$ cat src/rtl/dbg_bus_pkg.sv
// dbg_bus_pkg: bus encodings, FSM states and the sequencer register bundle.
package dbg_bus_pkg;

    localparam logic [1:0] MODE_NONE  = 2'b00;
    localparam logic [1:0] MODE_READ  = 2'b01;
    localparam logic [1:0] MODE_WRITE = 2'b10;

    localparam logic [1:0] WIDTH_BYTE = 2'b00;
    localparam logic [1:0] WIDTH_HALF = 2'b01;
    localparam logic [1:0] WIDTH_WORD = 2'b10;

    typedef enum logic [2:0] {IDLE, HALT_WAIT, ACCESS, READ_WAIT, RESPOND, RELEASE} state_t;

    typedef struct packed {
        state_t      state;
        logic [31:0] addr;
        logic [31:0] data;
        logic [1:0]  width;
        logic [7:0]  remaining;
        logic        write;
        logic        keep;
        logic [15:0] cnt;
        logic [1:0]  lat;
        logic        cmd_ready;
        logic        halt_req;
        logic        rsp_valid;
        logic        rsp_error;
        logic        rsp_last;
        logic [31:0] rsp_data;
        logic [1:0]  mode;
    } seq_regs_t;

    // Error beats are always final and carry no data.
    function automatic seq_regs_t load_beat(seq_regs_t s, logic err, logic [31:0] d);
        seq_regs_t o;
        o = s;
        o.state = RESPOND;
        o.rsp_valid = 1'b1;
        o.rsp_error = err;
        o.rsp_last = err || s.remaining == 8'd0;
        o.rsp_data = err ? 32'd0 : d;
        return o;
    endfunction

endpackage

$ cat src/rtl/dbg_bus_sequencer_if.sv
// dbg_bus_sequencer_if: command, response, halt and bus-master signals of the debug sequencer.
interface dbg_bus_sequencer_if;

    logic        cmd_valid;
    logic        cmd_ready;
    logic        cmd_write;
    logic [31:0] cmd_address;
    logic [31:0] cmd_data;
    logic [1:0]  cmd_width;
    logic [7:0]  cmd_len;
    logic        cmd_keep_halt;
    logic        rsp_valid;
    logic        rsp_ready;
    logic [31:0] rsp_data;
    logic        rsp_error;
    logic        rsp_last;
    logic        halt_req;
    logic        ds_cpu_halt;
    logic [31:0] dbg_address;
    logic [31:0] dbg_write_data;
    logic [1:0]  dbg_reqw;
    logic [1:0]  dbg_mode;
    logic        dbg_reqs;
    logic [31:0] dbg_read_data;

    modport master (
        input  cmd_valid, cmd_write, cmd_address, cmd_data, cmd_width, cmd_len, cmd_keep_halt,
        input  rsp_ready, ds_cpu_halt, dbg_read_data,
        output cmd_ready, rsp_valid, rsp_data, rsp_error, rsp_last, halt_req,
        output dbg_address, dbg_write_data, dbg_reqw, dbg_mode, dbg_reqs
    );

    modport slave (
        output cmd_valid, cmd_write, cmd_address, cmd_data, cmd_width, cmd_len, cmd_keep_halt,
        output rsp_ready, ds_cpu_halt, dbg_read_data,
        input  cmd_ready, rsp_valid, rsp_data, rsp_error, rsp_last, halt_req,
        input  dbg_address, dbg_write_data, dbg_reqw, dbg_mode, dbg_reqs
    );

endinterface

$ cat src/rtl/dbg_addr_stepper.sv
// dbg_addr_stepper: per-beat address increment for the access width.
module dbg_addr_stepper
    import dbg_bus_pkg::*;
(
    input  logic [1:0]  width,
    output logic [31:0] increment
);

    assign increment = width == WIDTH_BYTE ? 32'd1 : width == WIDTH_HALF ? 32'd2 : 32'd4;

endmodule

$ cat src/rtl/dbg_bus_sequencer.sv
// dbg_bus_sequencer: halts the CPU, then runs debug read/write bursts on the arbiter's dbg master port.
module dbg_bus_sequencer
    import dbg_bus_pkg::*;
#(
    parameter int READ_LATENCY = 1,
    parameter int HALT_TIMEOUT = 255
) (
    input  logic                clk,
    input  logic                reset,
    dbg_bus_sequencer_if.master bus
);

    seq_regs_t   r;
    seq_regs_t   n;
    logic [31:0] step;

    dbg_addr_stepper u_stepper (
        .width     (r.width),
        .increment (step)
    );

    always_ff @(posedge clk or posedge reset) begin
        if (reset) begin
            r <= '0;
            r.cmd_ready <= 1'b1;
        end else begin
            r <= n;
        end
    end

    always_comb begin
        n = r;
        unique case (r.state)
            IDLE: if (bus.cmd_valid) begin
                n.addr = bus.cmd_address;
                n.data = bus.cmd_data;
                n.width = bus.cmd_width;
                n.remaining = bus.cmd_len;
                n.write = bus.cmd_write;
                n.keep = bus.cmd_keep_halt;
                n.halt_req = 1'b1;
                n.cnt = '0;
                n.state = bus.ds_cpu_halt ? ACCESS : HALT_WAIT;
            end
            HALT_WAIT: begin
                n.cnt = &r.cnt ? r.cnt : r.cnt + 16'd1;
                if (bus.ds_cpu_halt) n.state = ACCESS;
                else if ({1'b0, r.cnt} + 17'd1 >= 17'(HALT_TIMEOUT)) n = load_beat(n, 1'b1, '0);
            end
            ACCESS: begin
                n.lat = '0;
                if (!bus.ds_cpu_halt) n = load_beat(n, 1'b1, '0);
                else if (r.write || READ_LATENCY == 0) n = load_beat(n, 1'b0, r.write ? '0 : bus.dbg_read_data);
                else n.state = READ_WAIT;
            end
            READ_WAIT: begin
                if (!bus.ds_cpu_halt) n = load_beat(n, 1'b1, '0);
                else if (r.lat == 2'(READ_LATENCY - 1)) n = load_beat(n, 1'b0, bus.dbg_read_data);
                else n.lat = r.lat + 2'd1;
            end
            RESPOND: begin
                if (bus.rsp_ready) begin
                    n.rsp_valid = 1'b0;
                    n.rsp_error = 1'b0;
                    n.rsp_last = 1'b0;
                    n.rsp_data = '0;
                    if (r.rsp_error || r.remaining == 8'd0) begin
                        n.state = r.keep && !r.rsp_error ? IDLE : RELEASE;
                    end else begin
                        n.state = ACCESS;
                        n.remaining = r.remaining - 8'd1;
                        n.addr = r.addr + step;
                    end
                end else if (!bus.ds_cpu_halt && !r.rsp_error) begin
                    n = load_beat(n, 1'b1, '0);
                end
            end
            RELEASE: if (!bus.ds_cpu_halt) n.state = IDLE;
            default: n.state = IDLE;
        endcase
        if (n.state == RELEASE) n.halt_req = 1'b0;
        n.cmd_ready = n.state == IDLE;
        n.mode = n.state == ACCESS || n.state == READ_WAIT ? (n.write ? MODE_WRITE : MODE_READ) : MODE_NONE;
    end

    assign bus.cmd_ready = r.cmd_ready;
    assign bus.rsp_valid = r.rsp_valid;
    assign bus.rsp_data = r.rsp_data;
    assign bus.rsp_error = r.rsp_error;
    assign bus.rsp_last = r.rsp_last;
    assign bus.halt_req = r.halt_req;
    assign bus.dbg_address = r.addr;
    assign bus.dbg_write_data = r.data;
    assign bus.dbg_reqw = r.width;
    assign bus.dbg_mode = r.mode;
    assign bus.dbg_reqs = 1'b0;

endmodule
$ cat src/flat_wrapper.sv
// flat-port wrapper written by rule: the top's interface ports become plain ports
module dbg_bus_sequencer_flat import dbg_bus_pkg::*;
#(
    parameter int READ_LATENCY = 1,
    parameter int HALT_TIMEOUT = 255
)
  (clk, reset, bus_cmd_valid, bus_cmd_write, bus_cmd_address, bus_cmd_data, bus_cmd_width, bus_cmd_len, bus_cmd_keep_halt, bus_rsp_ready, bus_ds_cpu_halt, bus_dbg_read_data, bus_cmd_ready, bus_rsp_valid, bus_rsp_data, bus_rsp_error, bus_rsp_last, bus_halt_req, bus_dbg_address, bus_dbg_write_data, bus_dbg_reqw, bus_dbg_mode, bus_dbg_reqs);
  dbg_bus_sequencer_if bus_i ();
  input  logic clk;
  input  logic reset;
  input wire logic [$bits(bus_i.cmd_valid)-1:0] bus_cmd_valid;
  input wire logic [$bits(bus_i.cmd_write)-1:0] bus_cmd_write;
  input wire logic [$bits(bus_i.cmd_address)-1:0] bus_cmd_address;
  input wire logic [$bits(bus_i.cmd_data)-1:0] bus_cmd_data;
  input wire logic [$bits(bus_i.cmd_width)-1:0] bus_cmd_width;
  input wire logic [$bits(bus_i.cmd_len)-1:0] bus_cmd_len;
  input wire logic [$bits(bus_i.cmd_keep_halt)-1:0] bus_cmd_keep_halt;
  input wire logic [$bits(bus_i.rsp_ready)-1:0] bus_rsp_ready;
  input wire logic [$bits(bus_i.ds_cpu_halt)-1:0] bus_ds_cpu_halt;
  input wire logic [$bits(bus_i.dbg_read_data)-1:0] bus_dbg_read_data;
  output wire logic [$bits(bus_i.cmd_ready)-1:0] bus_cmd_ready;
  output wire logic [$bits(bus_i.rsp_valid)-1:0] bus_rsp_valid;
  output wire logic [$bits(bus_i.rsp_data)-1:0] bus_rsp_data;
  output wire logic [$bits(bus_i.rsp_error)-1:0] bus_rsp_error;
  output wire logic [$bits(bus_i.rsp_last)-1:0] bus_rsp_last;
  output wire logic [$bits(bus_i.halt_req)-1:0] bus_halt_req;
  output wire logic [$bits(bus_i.dbg_address)-1:0] bus_dbg_address;
  output wire logic [$bits(bus_i.dbg_write_data)-1:0] bus_dbg_write_data;
  output wire logic [$bits(bus_i.dbg_reqw)-1:0] bus_dbg_reqw;
  output wire logic [$bits(bus_i.dbg_mode)-1:0] bus_dbg_mode;
  output wire logic [$bits(bus_i.dbg_reqs)-1:0] bus_dbg_reqs;
  assign bus_i.cmd_valid = bus_cmd_valid;
  assign bus_i.cmd_write = bus_cmd_write;
  assign bus_i.cmd_address = bus_cmd_address;
  assign bus_i.cmd_data = bus_cmd_data;
  assign bus_i.cmd_width = bus_cmd_width;
  assign bus_i.cmd_len = bus_cmd_len;
  assign bus_i.cmd_keep_halt = bus_cmd_keep_halt;
  assign bus_i.rsp_ready = bus_rsp_ready;
  assign bus_i.ds_cpu_halt = bus_ds_cpu_halt;
  assign bus_i.dbg_read_data = bus_dbg_read_data;
  assign bus_cmd_ready = bus_i.cmd_ready;
  assign bus_rsp_valid = bus_i.rsp_valid;
  assign bus_rsp_data = bus_i.rsp_data;
  assign bus_rsp_error = bus_i.rsp_error;
  assign bus_rsp_last = bus_i.rsp_last;
  assign bus_halt_req = bus_i.halt_req;
  assign bus_dbg_address = bus_i.dbg_address;
  assign bus_dbg_write_data = bus_i.dbg_write_data;
  assign bus_dbg_reqw = bus_i.dbg_reqw;
  assign bus_dbg_mode = bus_i.dbg_mode;
  assign bus_dbg_reqs = bus_i.dbg_reqs;
  dbg_bus_sequencer #(.READ_LATENCY(READ_LATENCY), .HALT_TIMEOUT(HALT_TIMEOUT)) u_core (.clk(clk), .reset(reset), .bus(bus_i));
endmodule
$ cat config.mk
export PLATFORM = sky130hd
export DESIGN_NAME = dbg_bus_sequencer_flat
export DESIGN_NICKNAME = d
export VERILOG_FILES = /design/src/rtl/dbg_bus_pkg.sv /design/src/rtl/dbg_bus_sequencer_if.sv /design/src/rtl/dbg_addr_stepper.sv /design/src/rtl/dbg_bus_sequencer.sv /design/src/flat_wrapper.sv
export SDC_FILE = /design/constraint.sdc
export NUM_CORES = 1
export LEC_CHECK = 0
export CAP_MARGIN = 5
export CORE_MARGIN = 2
export CORE_UTILIZATION = 53
export CTS_CLUSTER_DIAMETER = 60
export DETAILED_ROUTE_END_ITERATION = 10
export DONT_BUFFER_PORTS = 1
export PLACE_DENSITY = 0.72
export SLEW_MARGIN = 20
export SYNTH_ARGS = -nofsm -noshare
export SYNTH_HDL_FRONTEND = slang
export SYNTH_SLANG_ARGS = --single-unit
export TNS_END_PERCENT = 1
$ cat constraint.sdc
create_clock -name clk -period 8.2 [get_ports clk]
set_clock_uncertainty 0.05 [all_clocks]
set_input_delay 1.23 -clock clk [delete_from_list [all_inputs] [get_ports clk]]
set_output_delay 1.23 -clock clk [all_outputs]
set_load 0.02 [all_outputs]
==> impl_metrics.py <==
metrics = {
    "place": {
        "dp_hpwl_um": 12400,
        "io_buffers": 0,
        "place_inst": 968,
        "placed_area_sq_um": 7290,
        "gp_congestion": 0.842,
    },
    "global_routing": {
        "grt_overflow": 0,
        "grt_pass1_wl_um": 29700,
        "grt_pass1_vias": 5510,
        "grt_start_max_net_pins": 74,
        "grt.total_usage_pct": 22.9,
        "antenna_found_initial": 1,
    },
    "die": {
        "core_area_sq_um": 14600,
        "fp.dieH_um": 127,
        "die_area_sq_um": 16100,
        "start_util_pct": 54.8,
        "die_w_um": 127,
        "pin_count": 219,
        "rows": 44,
    },
    "synthesis": {
        "synthCells": 935,
        "synth_top_cell_area_share_pct": 42.1,
        "syn_area_sq_um": 8020,
        "synth_largest_area_cell": "dfrtp_1",
        "synth_fp_nets": 1057,
        "post-synth-top-count-cell": "nand2_1",
        "synth_warnings": 0,
        "synth_area_leaders": "dfrtp_1 42%, buf_4 9.5%, nand2_1 8.6%",
        "yosys_register_bits": 136,
        "yosys-top-cells-count": "183 x nand2_1, 135 x dfrtp_1, 102 x buf_4",
        "ys_types": 71,
        "ys.flop_type": "dfrtp_1",
        "ys_seq_area_share_pct": 42.4,
        "syn_area_per_cell_sq_um": 8.58,
        "synthArstFlopShare_pct": 100,
        "synth_edf_count": 0,
    },
    "clock_tree": {
        "cts_setup_buffers": 0,
        "cts_tree": "yes",
        "cts_sinks": 136,
        "insertion_delay_ps": 420,
        "cts_buffers": 17,
        "post_cts_resized": 0,
        "clk_root_buffer_cell": "clkbuf_16",
        "ctsHtreeMaxLevel": 4,
        "clkTransAtPathRegs_ps": 60,
        "clock_path_buffers": 2,
        "ctsHoldBuffers": 0,
    },
    "final_layout": {
        "drive_gt1_share_pct": 11.3,
        "finalNonFillerCells": 1001,
        "finish.utilization_pct": 53.8,
        "area_growth_pct": -1.83,
        "fill_cells": 1339,
        "layout.nets": 925,
        "fin_area_sq_um": 7880,
    },
    "sta": {
        "worst_slew_pin_slew_ps": 1040,
        "slew_violations": 0,
        "max-slew-margin-rel_pct": 30.7,
        "fin_crit_sh_pct": 36.3,
        "fin_tns_setup_ps": 0,
        "fmax_ghz": 0.336,
        "rsz0062_at_grt": "no",
        "hold_viol": 0,
        "finalSetupViolations": 0,
        "period_needed_ps": 2970,
    },
    "critical_path": {
        "worstSetupEndpointType": "flop",
        "critPathArrivalTime_ps": 3200,
        "start_kind": "flop",
        "critPathMaxFanout": 9,
        "crit_required_ps": 8430,
        "crit_type": "reg2reg",
    },
    "pwr": {
        "power_w": 0.00298,
        "power_density_nw_per_um2": 379,
        "peakVddDrop_mv": 0.177,
        "power.leakage_nw": 3.39,
    },
    "detailed_routing": {
        "via_per_inst": 6.09,
        "avgRoutedWirePerCell_um": 18.3,
        "drt_pass1_iterations": 5,
        "drt-initial-drc-count": 490,
        "drtAntennaViolNets": 0,
        "drc": 0,
        "drt-total-wl_um": 18300,
        "vias": 6093,
    },
    "worst_hold_path": {
        "hold_path.class": "reg2reg",
    },
    "run_status": {
        "status": "finished clean",
    },
    "run": {
        "cap_violations": 0,
    },
}
path summary, 6_finish.rpt:
| check | slack (ps) | from | to | depth (start not counted) |
|---|---|---|---|---|
| worst min register to register | 440 | u_core.r[57] | u_core.r[57] | 2 |
| min in group asynchronous | 690 | reset | u_core.bus.dbg_write_data[9] | 1 |
| worst max-delay path | 5230 | u_core.bus.dbg_reqw[0] | u_core.bus.dbg_address[14] | 9 |
| worst max register to register | 5230 | u_core.bus.dbg_reqw[0] | u_core.bus.dbg_address[14] | 9 |
| worst min-delay path | 440 | u_core.r[57] | u_core.r[57] | 2 |
| max in group asynchronous | 6040 | reset | u_core.bus.dbg_write_data[3] | 2 |
per-stage QoR:
step / setup slack (ps) / hold WS, ps
6_report: 5230 / 440
4_1_cts: 5250 / 437
2_1_floorplan: 3280 / 396
3_3_place_gp: 4970 / 412
5_1_grt: 4900 / 457
3_5_place_dp: 4920 / 419
cell type report:
| cell class | count | area, sq um | area share [%] |
|---|---|---|---|
| Multi-Input combinational cell | 619 | 3520 | 44.6 |
| Clock buffer | 17 | 425 | 5.40 |
| Sequential cell | 136 | 3400 | 43.2 |
| Clock inverter | 15 | 153 | 1.94 |
| Timing Repair Buffer | 8 | 60.1 | 0.763 |
| Antenna cell | 1 | 2.50 | 0.0318 |
| Tap cell | 184 | 230 | 2.92 |
| Inverter | 21 | 83.8 | 1.06 |
critical path, cell delays in order, from the launching register on:
cell and delay [ps]:
dfrtp_1 480, nor2_1 150, ha_1 200, fa_1 250, a21oi_1 110, nor4bb_2 820, nor2b_1 360, a31oi_1 130
o21ai_0 180, o21ai_0 110
power breakdown:
part	switching, W	internal (W)
clock network	0.000298	0.000448
logic	0.000514	0.000281
registers	0.000532	0.000908
state kept, by name, indices dropped and copies added (netlist names), 2 cells and up:
name	cells
u_core.bus.rsp_data	32
u_core.bus.dbg_write_data	32
u_core.bus.dbg_mode	2
u_core.r	31
u_core.bus.dbg_reqw	2
u_core.bus.dbg_address	32
layer usage:
layer	track usage, %	share of wire [%]	vias to the layer above
li1	-	-	2901
met1	31.1	44	2929
met2	34.7	46	238
met3	7.20	8.3	25
met4	8.21	1.9	0
met5	0	0	-
layout by cell type, fill, tap and decap left out, drive strengths merged, types with 5 or more instances in the layout:
cell type	count
a21oi	40
inv	23
nand4	12
o2bb2ai	5
ha	8
and4	7
o31a	6
xnor2	5
o21ai	116
and3	7
buf	8
clkbuf	17
nor2b	5
a221oi	5
nand2b	6
dfrtp	135
o31ai	6
clkinv	9
nand2	183
nor2	45
a31oi	10
nand3	49
nor3	16
and2	9
a22oi	8
nor4	13
cell families after synthesis:
family / share of synthesized area, %
xor gates and xnor gates: 0.874
AOI/OAI and AO/OA: 18.8
buffers and inverters: 14.0
adders and majority gates: 1.50
muxes: 0.499
and+or+nand+nor: 21.9
DFF: 42.4
other: 0.0467
Power figures use the tool's default switching activity.
